<file path="src/rtl/uc_pkg.sv">
// Shared encodings for the multicycle RV64I subset control unit: FSM states,
// instruction fields, ULA input select codes and register write-source codes.
package uc_pkg;

    typedef enum logic [2:0] {
        ST_IDLE   = 3'd0,
        ST_FETCH  = 3'd1,
        ST_DECODE = 3'd2,
        ST_EXEC   = 3'd3,
        ST_MEM    = 3'd4,
        ST_WB     = 3'd5,
        ST_HALT   = 3'd6
    } uc_state_t;

    typedef enum logic [2:0] {
        OP_NONE = 3'd0,
        OP_LD   = 3'd1,
        OP_SD   = 3'd2,
        OP_ADD  = 3'd3,
        OP_SUB  = 3'd4,
        OP_ADDI = 3'd5,
        OP_HALT = 3'd6
    } uc_op_t;

    localparam logic [6:0] OPC_LOAD  = 7'b0000011;
    localparam logic [6:0] OPC_STORE = 7'b0100011;
    localparam logic [6:0] OPC_OP    = 7'b0110011;
    localparam logic [6:0] OPC_OPIMM = 7'b0010011;

    localparam logic [2:0] F3_D   = 3'b011;
    localparam logic [2:0] F3_ADD = 3'b000;

    localparam logic [6:0] F7_ADD = 7'b0000000;
    localparam logic [6:0] F7_SUB = 7'b0100000;

    localparam logic [1:0] SEL_B = 2'd0;
    localparam logic [1:0] SEL_A = 2'd1;
    localparam logic [1:0] SEL_C = 2'd2;

    localparam logic DIN_ULA = 1'b0;
    localparam logic DIN_MEM = 1'b1;

    function automatic logic [63:0] sext12(input logic [11:0] v);
        return {{52{v[11]}}, v};
    endfunction

endpackage

</file>
<file path="src/rtl/uc_decoder.sv">
// Combinational instruction decoder: classifies an instruction word and
// builds its sign-extended immediate (I-type, or S-type for stores).
module uc_decoder
    import uc_pkg::*;
(
    input  logic [31:0] i_ir,
    output uc_op_t      o_op,
    output logic [63:0] o_imm,
    output logic        o_illegal
);

    logic [6:0] w_opcode;
    logic [2:0] w_funct3;
    logic [6:0] w_funct7;

    assign w_opcode = i_ir[6:0];
    assign w_funct3 = i_ir[14:12];
    assign w_funct7 = i_ir[31:25];

    always_comb begin
        o_op      = OP_NONE;
        o_imm     = '0;
        o_illegal = 1'b0;
        if (i_ir == 32'h0000_0000) begin
            o_op = OP_HALT;
        end else begin
            case (w_opcode)
                OPC_LOAD: begin
                    if (w_funct3 == F3_D) begin
                        o_op  = OP_LD;
                        o_imm = sext12(i_ir[31:20]);
                    end
                end
                OPC_STORE: begin
                    if (w_funct3 == F3_D) begin
                        o_op  = OP_SD;
                        o_imm = sext12({i_ir[31:25], i_ir[11:7]});
                    end
                end
                OPC_OP: begin
                    if (w_funct3 == F3_ADD && w_funct7 == F7_ADD) begin
                        o_op = OP_ADD;
                    end else if (w_funct3 == F3_ADD && w_funct7 == F7_SUB) begin
                        o_op = OP_SUB;
                    end
                end
                OPC_OPIMM: begin
                    if (w_funct3 == F3_ADD) begin
                        o_op  = OP_ADDI;
                        o_imm = sext12(i_ir[31:20]);
                    end
                end
                default: ;
            endcase
            o_illegal = (o_op == OP_NONE);
        end
    end

endmodule

</file>
<file path="src/rtl/unidade_controle.sv">
// Multicycle control unit (FSM + PC) for LD/SD/ADD/SUB/ADDI. Define
// UC_ILLEGAL_TRAP_EN to halt on undecodable words instead of skipping them.
module unidade_controle
    import uc_pkg::*;
(
    input  logic        clk,
    input  logic        rst_n,
    input  logic        start,
    input  logic [31:0] instr,
    output logic [6:0]  endr,
    output logic [4:0]  Ra,
    output logic [4:0]  Rb,
    output logic [4:0]  Rw,
    output logic        WeR,
    output logic        WeM,
    output logic [1:0]  escolhe_entrada1,
    output logic [1:0]  escolhe_entrada2,
    output logic        soma_ou_subtrai,
    output logic        subtraindo,
    output logic [63:0] constante,
    output logic        sel_dinR,
    output logic        busy,
    output logic        done,
    output logic        illegal,
    output uc_state_t   o_dbg_state
);

    uc_state_t   r_state;
    logic [31:0] r_ir;
    logic [6:0]  r_pc;
    logic        r_we_r;
    logic        r_we_m;
    logic        r_alu_en;
    logic        r_sub;
    logic [1:0]  r_sel1;
    logic [1:0]  r_sel2;
    logic [63:0] r_const;
    logic        r_sel_din;
    logic        r_busy;
    logic        r_done;
    logic        r_illegal;

    logic [31:0] w_dec_in;
    uc_op_t      w_op;
    logic [63:0] w_imm;
    logic        w_illegal;
    logic        w_is_alu;
    logic        w_is_mem;
    logic        w_leave;

    // While in DECODE the incoming word is classified; afterwards the latched IR.
    assign w_dec_in = (r_state == ST_DECODE) ? instr : r_ir;

    uc_decoder u_decoder (
        .i_ir      (w_dec_in),
        .o_op      (w_op),
        .o_imm     (w_imm),
        .o_illegal (w_illegal)
    );

    assign w_is_alu = (w_op == OP_ADD) || (w_op == OP_SUB) || (w_op == OP_ADDI);
    assign w_is_mem = (w_op == OP_LD) || (w_op == OP_SD);
    assign w_leave  = ((r_state == ST_EXEC) && w_is_alu) ||
                      ((r_state == ST_MEM) && (w_op == OP_SD)) ||
                      (r_state == ST_WB);

    // start is a one-cycle request, accepted only in IDLE or HALT; elsewhere it is dropped.
    always_ff @(posedge clk or negedge rst_n) begin
        if (!rst_n) begin
            r_state   <= ST_IDLE;
            r_ir      <= '0;
            r_pc      <= '0;
            r_we_r    <= 1'b0;
            r_we_m    <= 1'b0;
            r_alu_en  <= 1'b0;
            r_sub     <= 1'b0;
            r_sel1    <= SEL_B;
            r_sel2    <= SEL_B;
            r_const   <= '0;
            r_sel_din <= DIN_ULA;
            r_busy    <= 1'b0;
            r_done    <= 1'b0;
            r_illegal <= 1'b0;
        end else begin
            case (r_state)
                ST_IDLE, ST_HALT: begin
                    if (start) begin
                        r_state   <= ST_FETCH;
                        r_pc      <= '0;
                        r_busy    <= 1'b1;
                        r_done    <= 1'b0;
                        r_illegal <= 1'b0;
                    end
                end
                ST_FETCH: r_state <= ST_DECODE;
                ST_DECODE: begin
                    r_ir <= instr;
                    if (w_op == OP_HALT) begin
                        r_state <= ST_HALT;
                        r_busy  <= 1'b0;
                        r_done  <= 1'b1;
                    end else if (w_illegal) begin
`ifdef UC_ILLEGAL_TRAP_EN
                        r_state   <= ST_HALT;
                        r_busy    <= 1'b0;
                        r_done    <= 1'b1;
                        r_illegal <= 1'b1;
`else
                        r_state <= ST_FETCH;
                        r_pc    <= r_pc + 7'd1;
`endif
                    end else begin
                        r_state   <= ST_EXEC;
                        r_alu_en  <= 1'b1;
                        r_sub     <= (w_op == OP_SUB);
                        r_sel1    <= SEL_A;
                        r_sel2    <= w_is_mem || (w_op == OP_ADDI) ? SEL_C : SEL_B;
                        r_const   <= w_imm;
                        r_sel_din <= DIN_ULA;
                        r_we_r    <= w_is_alu && (instr[11:7] != 5'd0);
                    end
                end
                ST_EXEC: begin
                    if (w_is_mem) begin
                        r_state <= ST_MEM;
                        r_we_m  <= (w_op == OP_SD);
                    end
                end
                ST_MEM: begin
                    if (w_op == OP_LD) begin
                        r_state   <= ST_WB;
                        r_sel_din <= DIN_MEM;
                        r_we_r    <= (r_ir[11:7] != 5'd0);
                    end
                end
                ST_WB: ;
                default: r_state <= ST_IDLE;
            endcase

            // Retiring an instruction: advance the PC and drop every datapath control.
            if (w_leave) begin
                r_state   <= ST_FETCH;
                r_pc      <= r_pc + 7'd1;
                r_we_r    <= 1'b0;
                r_we_m    <= 1'b0;
                r_alu_en  <= 1'b0;
                r_sub     <= 1'b0;
                r_sel1    <= SEL_B;
                r_sel2    <= SEL_B;
                r_const   <= '0;
                r_sel_din <= DIN_ULA;
            end
        end
    end

    assign endr             = r_pc;
    assign Ra               = r_ir[19:15];
    assign Rb               = r_ir[24:20];
    assign Rw               = r_ir[11:7];
    assign WeR              = r_we_r;
    assign WeM              = r_we_m;
    assign escolhe_entrada1 = r_sel1;
    assign escolhe_entrada2 = r_sel2;
    assign soma_ou_subtrai  = r_alu_en;
    assign subtraindo       = r_sub;
    assign constante        = r_const;
    assign sel_dinR         = r_sel_din;
    assign busy             = r_busy;
    assign done             = r_done;
    assign illegal          = r_illegal;
    assign o_dbg_state      = r_state;

endmodule
</file>
<file path="config.mk">
export PLATFORM = sky130hd
export DESIGN_NAME = unidade_controle
export DESIGN_NICKNAME = d
export VERILOG_FILES = /design/src/rtl/uc_pkg.sv /design/src/rtl/uc_decoder.sv /design/src/rtl/unidade_controle.sv
export SDC_FILE = /design/constraint.sdc
export NUM_CORES = 1
export LEC_CHECK = 0
export BUFFER_PORTS_ARGS = -buffer_cell sky130_fd_sc_hd__buf_4
export CORE_ASPECT_RATIO = 1.1
export CORE_UTILIZATION = 40
export CTS_BUF_LIST = sky130_fd_sc_hd__clkbuf_16
export DETAILED_ROUTE_END_ITERATION = 10
export GPL_TIMING_DRIVEN = 0
export HOLD_SLACK_MARGIN = 0.05
export PLACE_DENSITY = 0.68
export REMOVE_ABC_BUFFERS = 1
export SLEW_MARGIN = 20
export SYNTH_ARGS = -nofsm -noshare
export SYNTH_HDL_FRONTEND = slang
export SYNTH_SLANG_ARGS = --single-unit
</file>
<file path="constraint.sdc">
create_clock -name clk -period 2.26 [get_ports clk]
set_input_delay 0.113 -clock clk [delete_from_list [all_inputs] [get_ports clk]]
set_output_delay 0.113 -clock clk [all_outputs]
set_load 0.01 [all_outputs]
</file>
==> flow_summary.html, run 1 <==
<table>
<tr><th>Metric</th><th>Value</th></tr>
<tr><th colspan="2">Placed design</th></tr>
<tr><td>DP Worst Slack</td><td>-1.026 ns</td></tr>
<tr><td>Port Buffers</td><td>132</td></tr>
<tr><td>Half-perimeter wire length after placement</td><td>6.686 mm</td></tr>
<tr><td>Placed inst area</td><td>roughly 0.0043 mm^2</td></tr>
<tr><td>Placed insts</td><td>598</td></tr>
<tr><td>Weighted congestion reported at the end of routability-driven placement</td><td>0.8231</td></tr>
<tr><th colspan="2">CTS</th></tr>
<tr><td>Clock input transition at the sequential cells of the worst setup and hold paths</td><td>~0.06 ns</td></tr>
<tr><td>Number of H-tree branching levels</td><td>3</td></tr>
<tr><td>Root Buffer</td><td>sky130_fd_sc_hd__clkbuf_16</td></tr>
<tr><td>Worst-case clock buffer depth</td><td>2</td></tr>
<tr><td>CTS tree</td><td>built</td></tr>
<tr><td>TritonCTS sink count</td><td>62</td></tr>
<tr><td>Clock latency reported for the late side of the worst-skew pair</td><td>around 0.33 ns</td></tr>
<tr><td>Number of CTS-inserted buffers</td><td>9</td></tr>
<tr><th colspan="2">Synthesis</th></tr>
<tr><td>Number of synthesized register bits</td><td>62</td></tr>
<tr><td>Synthesized area per cell</td><td>around 8.6 um^2</td></tr>
<tr><td>Post-synthesis instance area</td><td>0.003732 mm^2</td></tr>
<tr><td>Synth cell types</td><td>52</td></tr>
<tr><td>Count of synthesis-stage warnings from yosys</td><td>0</td></tr>
<tr><td>Post-synthesis sequential area ratio</td><td>0.4157</td></tr>
<tr><td>Post-synthesis instance total</td><td>approximately 440</td></tr>
<tr><th colspan="2">Cells and area</th></tr>
<tr><td>Total non-filler cell area in the finished layout</td><td>0.005330 mm^2</td></tr>
<tr><td>Layout fillers</td><td>762</td></tr>
<tr><td>Share of post-route cells with drive strength above 1</td><td>0.3830</td></tr>
<tr><td>Layout overhead on the synthesized area</td><td>42.81%</td></tr>
<tr><td>Most frequent cells in the layout</td><td>sky130_fd_sc_hd__buf_4 (155), sky130_fd_sc_hd__nand2_1 (117), sky130_fd_sc_hd__dfrtp_1 (58)</td></tr>
<tr><td>Util after Layout</td><td>0.5946</td></tr>
<tr><td>Net total in the final layout</td><td>595</td></tr>
<tr><td>Most common cell after layout, fill and taps aside</td><td>sky130_fd_sc_hd__buf_4</td></tr>
<tr><td>Number of cells in the finished layout apart from fillers</td><td>between 600 and 700</td></tr>
<tr><td>Number of inserted diodes</td><td>0</td></tr>
<tr><th colspan="2">Setup path</th></tr>
<tr><td>Critical-path top delay cell</td><td>sky130_fd_sc_hd__dfrtp_2</td></tr>
<tr><td>Crit Path Class</td><td>reg -&gt; reg</td></tr>
<tr><td>Critical-path maximum fanout</td><td>7</td></tr>
<tr><td>Worst reg2reg setup slack</td><td>-0.20 ns</td></tr>
<tr><td>Largest stage delay on the critical path</td><td>between 0.4 and 0.5 ns</td></tr>
<tr><td>Reg2reg path depth</td><td>10</td></tr>
<tr><td>Critical path arrival</td><td>2.66 ns</td></tr>
<tr><td>Nature of the critical path endpoint</td><td>flop</td></tr>
<tr><td>Critical-path cell list</td><td>nor3b_4, buf_6, mux2i_4, inv_2, a221oi_4, o211ai_4, buf_4, o31ai_1, and3_1, a31oi_1</td></tr>
<tr><td>End of the worst register-to-register path</td><td>o_dbg_state[0]$_DFFE_PN0P_</td></tr>
<tr><td>WP data required</td><td>2.46 ns</td></tr>
<tr><td>Worst reg2reg path startpoint</td><td>o_dbg_state[2]$_DFFE_PN0P_</td></tr>
<tr><td>Startpoint Class</td><td>flop</td></tr>
<tr><th colspan="2">Die</th></tr>
<tr><td>Core ar.</td><td>0.008964 mm^2</td></tr>
<tr><td>Io pins</td><td>between 100 and 150</td></tr>
<tr><td>Number of rows in the core area</td><td>36</td></tr>
<tr><td>Overall die width</td><td>approximately 94 um</td></tr>
<tr><td>Starting utilization of the core area</td><td>0.4164</td></tr>
<tr><td>Vertical die dimension</td><td>103.3 um</td></tr>
<tr><td>Total Die Area</td><td>0.009721 mm^2</td></tr>
<tr><th colspan="2">STA</th></tr>
<tr><td>Hold Vio Cnt, Final</td><td>0</td></tr>
<tr><td>Fin crit period</td><td>2.456 ns</td></tr>
<tr><td>Final Cycle Share</td><td>1.087</td></tr>
<tr><td>Worst clock skew</td><td>0.006804 ns</td></tr>
<tr><td>Unrepaired setup endpoints after global routing</td><td>true</td></tr>
<tr><td>Measured slew at the worst slew-check pin</td><td>0.8905 ns</td></tr>
<tr><td>Setup ws final</td><td>-0.1960 ns</td></tr>
<tr><td>Highest clock frequency the design can meet</td><td>407.2 MHz</td></tr>
<tr><td>Final slew viol count</td><td>0</td></tr>
<tr><td>Total of endpoints with negative setup slack in the final report</td><td>24</td></tr>
<tr><td>Relative slew slack</td><td>0.4009</td></tr>
<tr><th colspan="2">Drt</th></tr>
<tr><td>Total vias in the final route</td><td>between 3000 and 4000</td></tr>
<tr><td>Vias per cell</td><td>5.279</td></tr>
<tr><td>DRC violations left</td><td>0</td></tr>
<tr><td>WL per Instance</td><td>15.97 um</td></tr>
<tr><td>Count of TritonRoute iterations in the first routing pass</td><td>4</td></tr>
<tr><td>Number of DRC markers in iteration 0</td><td>134</td></tr>
<tr><td>Overall routed net length</td><td>10.83 mm</td></tr>
<tr><td>Remaining number of nets flagged by the antenna check after routing</td><td>0</td></tr>
<tr><th colspan="2">GRT</th></tr>
<tr><td>Global-route wire length before repair</td><td>16.79 mm</td></tr>
<tr><td>Vias in the first global route</td><td>3434</td></tr>
<tr><td>Grt ovf</td><td>0</td></tr>
<tr><td>Initial antenna violation count</td><td>0</td></tr>
<tr><td>Maximum number of pins on one net before global-route repair</td><td>63</td></tr>
<tr><td>Total global routing track utilization</td><td>0.2271</td></tr>
<tr><th colspan="2">Hold path</th></tr>
<tr><td>Launch point of the worst hold path</td><td>instr[4]</td></tr>
<tr><td>Min-Delay Path Class</td><td>in -&gt; reg</td></tr>
<tr><td>Cell count of the worst hold path</td><td>3</td></tr>
<tr><td>Hold EP</td><td>r_ir[4]$_DFF_PN0_</td></tr>
<tr><th colspan="2">Power and ir drop</th></tr>
<tr><td>Leak Pwr</td><td>2.692 nW</td></tr>
<tr><td>Power density relative to cell area</td><td>between 1000 and 1500 mW/mm^2</td></tr>
<tr><td>Largest voltage drop on the vdd net</td><td>0.0004848 V</td></tr>
<tr><th colspan="2">Outcome</th></tr>
<tr><td>Violations in the final reports</td><td>setup timing</td></tr>
<tr><td>Outcome</td><td>finished with violations</td></tr>
<tr><th colspan="2">Flow run</th></tr>
<tr><td>Max cap viols</td><td>0</td></tr>
</table>
logic make-up (layout without fill, tap and decap cells):
group | after synthesis | after routing | share of synthesized area
compound gates | 64 | 65 | 0.1277
fa+ha+maj | 1 | 1 | 0.003352
buf+inv | 96 | 220 | 0.1747
flops | 62 | 62 | 0.4157
mux | 5 | 5 | 0.01441
other cells | 1 | 3 | 0.001005
simple gates | 206 | 208 | 0.2632
layer usage:
| layer | global-route usage | share of wire |
|---|---|---|
| met1 | 0.2756 | 0.41 |
| met2 | 0.3958 | 0.49 |
| met3 | 0.05117 | 0.072 |
| met4 | 0.08402 | 0.028 |
| met5 | 0 | 0 |
critical path, delay by kind of cell (launching register included):
kind	cells	cell delay (ns)
buffers and inverters	3	0.47
AO/OA/AOI/OAI	4	0.69
multiplexers	1	0.28
AND/OR/NAND/NOR	2	0.46
flip-flops	1	0.44
worst max path at each step:
stage                                     from                    endpoint  slack, ns  cells after the start
global route        o_dbg_state[2]$_DFFE_PN0P_         endr[5]$_DFFE_PN0P_      -0.25                      8
detailed placement  o_dbg_state[0]$_DFFE_PN0P_   constante[62]$_DFFE_PN0P_      -1.03                      7
CTS                 o_dbg_state[1]$_DFFE_PN0P_         endr[3]$_DFFE_PN0P_      -0.09                      9
global placement    o_dbg_state[0]$_DFFE_PN0P_    constante[5]$_DFFE_PN0P_      -1.92                      6
floorplan            constante[62]$_DFFE_PN0P_   constante[62]$_DFFE_PN0P_      -1.76                      1
finish              o_dbg_state[2]$_DFFE_PN0P_  o_dbg_state[0]$_DFFE_PN0P_      -0.20                     10
sequential cells by signal (all words and copies together), names as in the netlist:
signal            count
busy                  1
r_ir                 32
subtraindo            1
endr                  7
constante            12
WeR                   1
escolhe_entrada2      1
sel_dinR              1
o_dbg_state           3
done                  1
soma_ou_subtrai       1
WeM                   1
stage by stage:
stage / hold WS (ns) / total power, mW / TNS (ns)
floorplan: -0.1826 / 2.800 / -93.69
finish: 0.08814 / 5.525 / -2.135
CTS: 0.06962 / 5.305 / -0.9250
global placement: 0.2454 / 3.501 / -52.11
detailed placement: 0.2579 / 3.632 / -24.44
global route: 0.1134 / 5.855 / -3.958
final cells by class:
| cell class | count | area (um^2) | share of cell area |
|---|---|---|---|
| Multi-Input combinational cell | 282 | 1708 | 0.3204 |
| Clock buffer | 9 | 225.2 | 0.04225 |
| Clock inverter | 7 | 32.53 | 0.006103 |
| Sequential cell | 62 | 1556 | 0.2920 |
| Tap cell | 114 | 142.6 | 0.02676 |
| Timing Repair Buffer | 196 | 1635 | 0.3068 |
| Inverter | 8 | 30.03 | 0.005634 |
report_power, final:
group / internal, mW / switching (mW)
Clock: 0.721 / 0.487
Sequential: 1.46 / 0.313
Combinational: 1.20 / 1.35
Total: 3.38 / 2.15
Yosys cell counts (all sizes together):
cell type / n / area (um^2)
nand2: 118 / 442.9
nand4: 9 / 68.81
o21ai: 20 / 103.9
a22oi: 1 / 7.510
o211ai: 2 / 20.02
and4bb: 2 / 25.02
clkbuf: 7 / 26.28
buf: 81 / 595.6
or3b: 1 / 8.760
o31ai: 5 / 37.54
nor2: 16 / 60.06
o22ai: 1 / 20.02
and2: 6 / 40.04
nand3: 14 / 70.07
o41ai: 2 / 17.52
nor4b: 2 / 23.77
a211o: 2 / 17.52
nor2b: 7 / 43.79
conb: 1 / 3.750
o21a: 1 / 7.510
a22o: 6 / 52.55
a31oi: 2 / 12.51
a221oi: 2 / 30.03
inv: 8 / 30.03
mux2i: 5 / 53.80
a211oi: 2 / 25.02
nand2b: 4 / 25.02
a221o: 1 / 10.01
or4: 3 / 22.52
nor3b: 1 / 18.77
nor3: 9 / 45.04
dfrtp: 62 / 1551
and3: 1 / 6.260
or3: 2 / 12.51
nor4: 11 / 68.82
a21oi: 11 / 70.07
ha: 1 / 12.51
a21boi: 6 / 45.04
repair_timing:
action / CTS / global route
setup endpoints to repair: 30 / 28
pin swaps: 19 / 14
gates cloned: 4 / 0
hold buffers: 29 / 0
resized for setup: 31 / 15
buffers inserted: 24 / 7
endpoints found under the hold margin: 90 / 0
Note: power is estimated with default switching activity, not from simulation.
==> run 2, diff against run 1 <==
--- a/config.mk
+++ b/config.mk
@@ -7,6 +7,7 @@
 export LEC_CHECK = 0
 export BUFFER_PORTS_ARGS = -buffer_cell sky130_fd_sc_hd__buf_4
 export CORE_ASPECT_RATIO = 1.1
+export CORE_MARGIN = 2
 export CORE_UTILIZATION = 40
 export CTS_BUF_LIST = sky130_fd_sc_hd__clkbuf_16
 export DETAILED_ROUTE_END_ITERATION = 10
==> flow_summary.html, run 2 (synthesis gave the netlist of run 1 again) <==
<table>
<tr><th>Metric</th><th>Value</th></tr>
<tr><th colspan="2">Setup path</th></tr>
<tr><td>Critical path arrival</td><td>2.64 ns (was 2.66 ns)</td></tr>
<tr><td>Critical-path cell list</td><td>or3b_4, nand4_2, nand2_2, nor2_4, a21oi_4, buf_6, or4_1, a21boi_1 (was nor3b_4, buf_6, mux2i_4, inv_2, a221oi_4, o211ai_4, buf_4, o31ai_1, and3_1, a31oi_1)</td></tr>
<tr><td>Crit Path Class</td><td>reg -&gt; reg (unchanged)</td></tr>
<tr><td>Gate family responsible for the most delay along the worst path</td><td>simple AND/OR/NAND/NOR gates (was compound AO/OA/AOI/OAI gates)</td></tr>
<tr><td>Critical-path maximum fanout</td><td>7 (unchanged)</td></tr>
<tr><td>End of the worst register-to-register path</td><td>endr[4]$_DFFE_PN0P_ (was o_dbg_state[0]$_DFFE_PN0P_)</td></tr>
<tr><td>WP data required</td><td>2.52 ns (was 2.46 ns)</td></tr>
<tr><td>Critical-path top delay cell</td><td>sky130_fd_sc_hd__or3b_4 (was sky130_fd_sc_hd__dfrtp_2)</td></tr>
<tr><td>Reg2reg path depth</td><td>8 (was 10)</td></tr>
<tr><td>Nature of the critical path endpoint</td><td>flop (unchanged)</td></tr>
<tr><td>Largest stage delay on the critical path</td><td>0.50 ns (was 0.44 ns)</td></tr>
<tr><td>Worst reg2reg setup slack</td><td>-0.12 ns (was -0.20 ns)</td></tr>
<tr><td>Worst reg2reg path startpoint</td><td>o_dbg_state[0]$_DFFE_PN0P_ (was o_dbg_state[2]$_DFFE_PN0P_)</td></tr>
<tr><td>Number of buffers and inverters on the critical path</td><td>1 (was 3)</td></tr>
<tr><td>Startpoint Class</td><td>flop (unchanged)</td></tr>
<tr><th colspan="2">GRT</th></tr>
<tr><td>Maximum number of pins on one net before global-route repair</td><td>63 (unchanged)</td></tr>
<tr><td>Global-route wire length before repair</td><td>16.70 mm (was 16.79 mm)</td></tr>
<tr><td>Initial antenna violation count</td><td>0 (unchanged)</td></tr>
<tr><td>Total global routing track utilization</td><td>0.2130 (was 0.2271)</td></tr>
<tr><td>Grt ovf</td><td>0 (unchanged)</td></tr>
<tr><td>Vias in the first global route</td><td>3424 (was 3434)</td></tr>
<tr><th colspan="2">Cells and area</th></tr>
<tr><td>Share of post-route cells with drive strength above 1</td><td>0.4011 (was 0.3830)</td></tr>
<tr><td>Net total in the final layout</td><td>598 (was 595)</td></tr>
<tr><td>Util after Layout</td><td>0.6055 (was 0.5946)</td></tr>
<tr><td>Most common cell after layout, fill and taps aside</td><td>sky130_fd_sc_hd__buf_4 (unchanged)</td></tr>
<tr><td>Largest register by flop count</td><td>r_ir (unchanged)</td></tr>
<tr><td>Most frequent cells in the layout</td><td>sky130_fd_sc_hd__buf_4 (158), sky130_fd_sc_hd__nand2_1 (117), sky130_fd_sc_hd__dfrtp_1 (58) (was sky130_fd_sc_hd__buf_4 (155), sky130_fd_sc_hd__nand2_1 (117), sky130_fd_sc_hd__dfrtp_1 (58))</td></tr>
<tr><td>Layout overhead on the synthesized area</td><td>45.42% (was 42.81%)</td></tr>
<tr><td>Number of inserted diodes</td><td>0 (unchanged)</td></tr>
<tr><td>Number of cells in the finished layout apart from fillers</td><td>680 (was 678)</td></tr>
<tr><td>Number of flip-flops in the largest register</td><td>32 (unchanged)</td></tr>
<tr><th colspan="2">Placed design</th></tr>
<tr><td>Weighted congestion reported at the end of routability-driven placement</td><td>0.8329 (was 0.8231)</td></tr>
<tr><td>Placed insts</td><td>598 (unchanged)</td></tr>
<tr><td>DP Worst Slack</td><td>-1.127 ns (was -1.026 ns)</td></tr>
<tr><td>Half-perimeter wire length after placement</td><td>6.916 mm (was 6.686 mm)</td></tr>
<tr><td>Port Buffers</td><td>132 (unchanged)</td></tr>
<tr><th colspan="2">Drt</th></tr>
<tr><td>Count of TritonRoute iterations in the first routing pass</td><td>5 (was 4)</td></tr>
<tr><td>DRC violations left</td><td>0 (unchanged)</td></tr>
<tr><td>Total vias in the final route</td><td>3592 (was 3579)</td></tr>
<tr><td>Number of DRC markers in iteration 0</td><td>181 (was 134)</td></tr>
<tr><td>Overall routed net length</td><td>11.12 mm (was 10.83 mm)</td></tr>
<tr><td>WL per Instance</td><td>16.35 um (was 15.97 um)</td></tr>
<tr><td>Remaining number of nets flagged by the antenna check after routing</td><td>0 (unchanged)</td></tr>
<tr><td>Vias per cell</td><td>5.282 (was 5.279)</td></tr>
<tr><th colspan="2">Die</th></tr>
<tr><td>Vertical die dimension</td><td>105.3 um (was 103.3 um)</td></tr>
<tr><td>Overall die width</td><td>96.10 um (was 94.10 um)</td></tr>
<tr><td>Number of rows in the core area</td><td>36 (unchanged)</td></tr>
<tr><td>Io pins</td><td>136 (unchanged)</td></tr>
<tr><td>Core ar.</td><td>0.008964 mm^2 (unchanged)</td></tr>
<tr><td>Starting utilization of the core area</td><td>0.4164 (unchanged)</td></tr>
<tr><td>Total Die Area</td><td>0.01012 mm^2 (was 0.009721 mm^2)</td></tr>
<tr><th colspan="2">CTS</th></tr>
<tr><td>Number of CTS-inserted buffers</td><td>9 (unchanged)</td></tr>
<tr><td>Worst-case clock buffer depth</td><td>2 (unchanged)</td></tr>
<tr><td>Number of H-tree branching levels</td><td>3 (unchanged)</td></tr>
<tr><td>CTS tree</td><td>built (unchanged)</td></tr>
<tr><td>Clock latency reported for the late side of the worst-skew pair</td><td>0.33 ns (about the same)</td></tr>
<tr><td>TritonCTS sink count</td><td>62 (unchanged)</td></tr>
<tr><td>Clock input transition at the sequential cells of the worst setup and hold paths</td><td>0.06 ns (about the same)</td></tr>
<tr><td>Root Buffer</td><td>sky130_fd_sc_hd__clkbuf_16 (unchanged)</td></tr>
<tr><th colspan="2">Hold path</th></tr>
<tr><td>Min-Delay Path Class</td><td>in -&gt; reg (unchanged)</td></tr>
<tr><td>Cell count of the worst hold path</td><td>3 (unchanged)</td></tr>
<tr><td>Launch point of the worst hold path</td><td>instr[4] (unchanged)</td></tr>
<tr><td>Hold EP</td><td>r_ir[4]$_DFF_PN0_ (unchanged)</td></tr>
<tr><th colspan="2">STA</th></tr>
<tr><td>Unrepaired setup endpoints after global routing</td><td>true (unchanged)</td></tr>
<tr><td>Setup ws final</td><td>-0.1198 ns (was -0.1960 ns)</td></tr>
<tr><td>Measured slew at the worst slew-check pin</td><td>0.7911 ns (was 0.8905 ns)</td></tr>
<tr><td>Worst clock skew</td><td>0.006118 ns (was 0.006804 ns)</td></tr>
<tr><td>Fin crit period</td><td>2.380 ns (was 2.456 ns)</td></tr>
<tr><td>Final Cycle Share</td><td>1.053 (was 1.087)</td></tr>
<tr><td>Total of endpoints with negative setup slack in the final report</td><td>25 (was 24)</td></tr>
<tr><td>Final-layout worst hold slack</td><td>0.07491 ns (was 0.08814 ns)</td></tr>
<tr><td>Highest clock frequency the design can meet</td><td>420.2 MHz (was 407.2 MHz)</td></tr>
<tr><td>Hold Vio Cnt, Final</td><td>0 (unchanged)</td></tr>
<tr><td>Final slew viol count</td><td>0 (unchanged)</td></tr>
<tr><td>Relative slew slack</td><td>0.4726 (was 0.4009)</td></tr>
<tr><th colspan="2">Flow run</th></tr>
<tr><td>Max cap viols</td><td>0 (unchanged)</td></tr>
<tr><th colspan="2">Power and ir drop</th></tr>
<tr><td>Power density relative to cell area</td><td>1044 mW/mm^2 (was 1037 mW/mm^2)</td></tr>
<tr><td>Total power</td><td>5.665 mW (was 5.525 mW)</td></tr>
<tr><td>Leak Pwr</td><td>2.721 nW (was 2.692 nW)</td></tr>
<tr><td>Largest voltage drop on the vdd net</td><td>0.0005470 V (was 0.0004848 V)</td></tr>
<tr><th colspan="2">Outcome</th></tr>
<tr><td>Outcome</td><td>finished with violations (unchanged)</td></tr>
<tr><td>Violations in the final reports</td><td>setup timing (unchanged)</td></tr>
</table>
==> run 2: per-layer routing <==
metal	routed length, um	share of wire	global-route usage
met1	4500	0.40	0.2610
met2	5560	0.50	0.3646
met3	924	0.083	0.04575
met4	135	0.012	0.07245
met5	0	0	0
==> run 2: cell type report <==
type,instances,area (um^2)
clock inverter,6,53.80
fill,736,3536
multi-input combinational,282,1763
sequential,62,1556
tap,114,142.6
inverter,8,30.03
clock buffer,9,225.2
timing repair buffer,199,1657
==> run 2: stage by stage <==
step	area (um^2)	TNS (ns)
6_report	5428	-1.650
5_1_grt	5428	-3.867
4_1_cts	5258	-1.265
3_5_place_dp	4310	-25.87
3_3_place_gp	4252	-53.72
2_1_floorplan	3118	-93.69
==> run 2: how the worst max path moves through the flow <==
stage                                from                         to  depth (start not counted)
2_1_floorplan   constante[62]$_DFFE_PN0P_  constante[62]$_DFFE_PN0P_                          1
3_3_place_gp   o_dbg_state[0]$_DFFE_PN0P_   constante[6]$_DFFE_PN0P_                          6
3_5_place_dp   o_dbg_state[0]$_DFFE_PN0P_   constante[5]$_DFFE_PN0P_                          6
4_1_cts        o_dbg_state[2]$_DFFE_PN0P_        endr[0]$_DFFE_PN0P_                          9
5_1_grt        o_dbg_state[0]$_DFFE_PN0P_        endr[5]$_DFFE_PN0P_                          9
6_report       o_dbg_state[0]$_DFFE_PN0P_        endr[4]$_DFFE_PN0P_                          8
==> run 2: where the power goes <==
part | switching (mW) | internal [mW]
Combinational | 1.38 | 1.17
Sequential | 0.337 | 1.46
Clock | 0.489 | 0.833
Total | 2.21 | 3.46
==> run 2: repair_timing <==
action                                  4_1_cts  5_1_grt
resized for setup                            25       28
endpoints found under the setup margin       30       27
buffers inserted                             28        6
cloned                                        3        1
hold buffers                                 29        0
pin swaps                                    18       14
endpoints found under the hold margin        90        0
==> run 2: worst reg2reg max path, delay by kind of cell, from the launching register on <==
family	cells	cell delay [ns]
simple gates	5	1.52
flops	1	0.44
compound gates	2	0.21
buf+inv	1	0.14
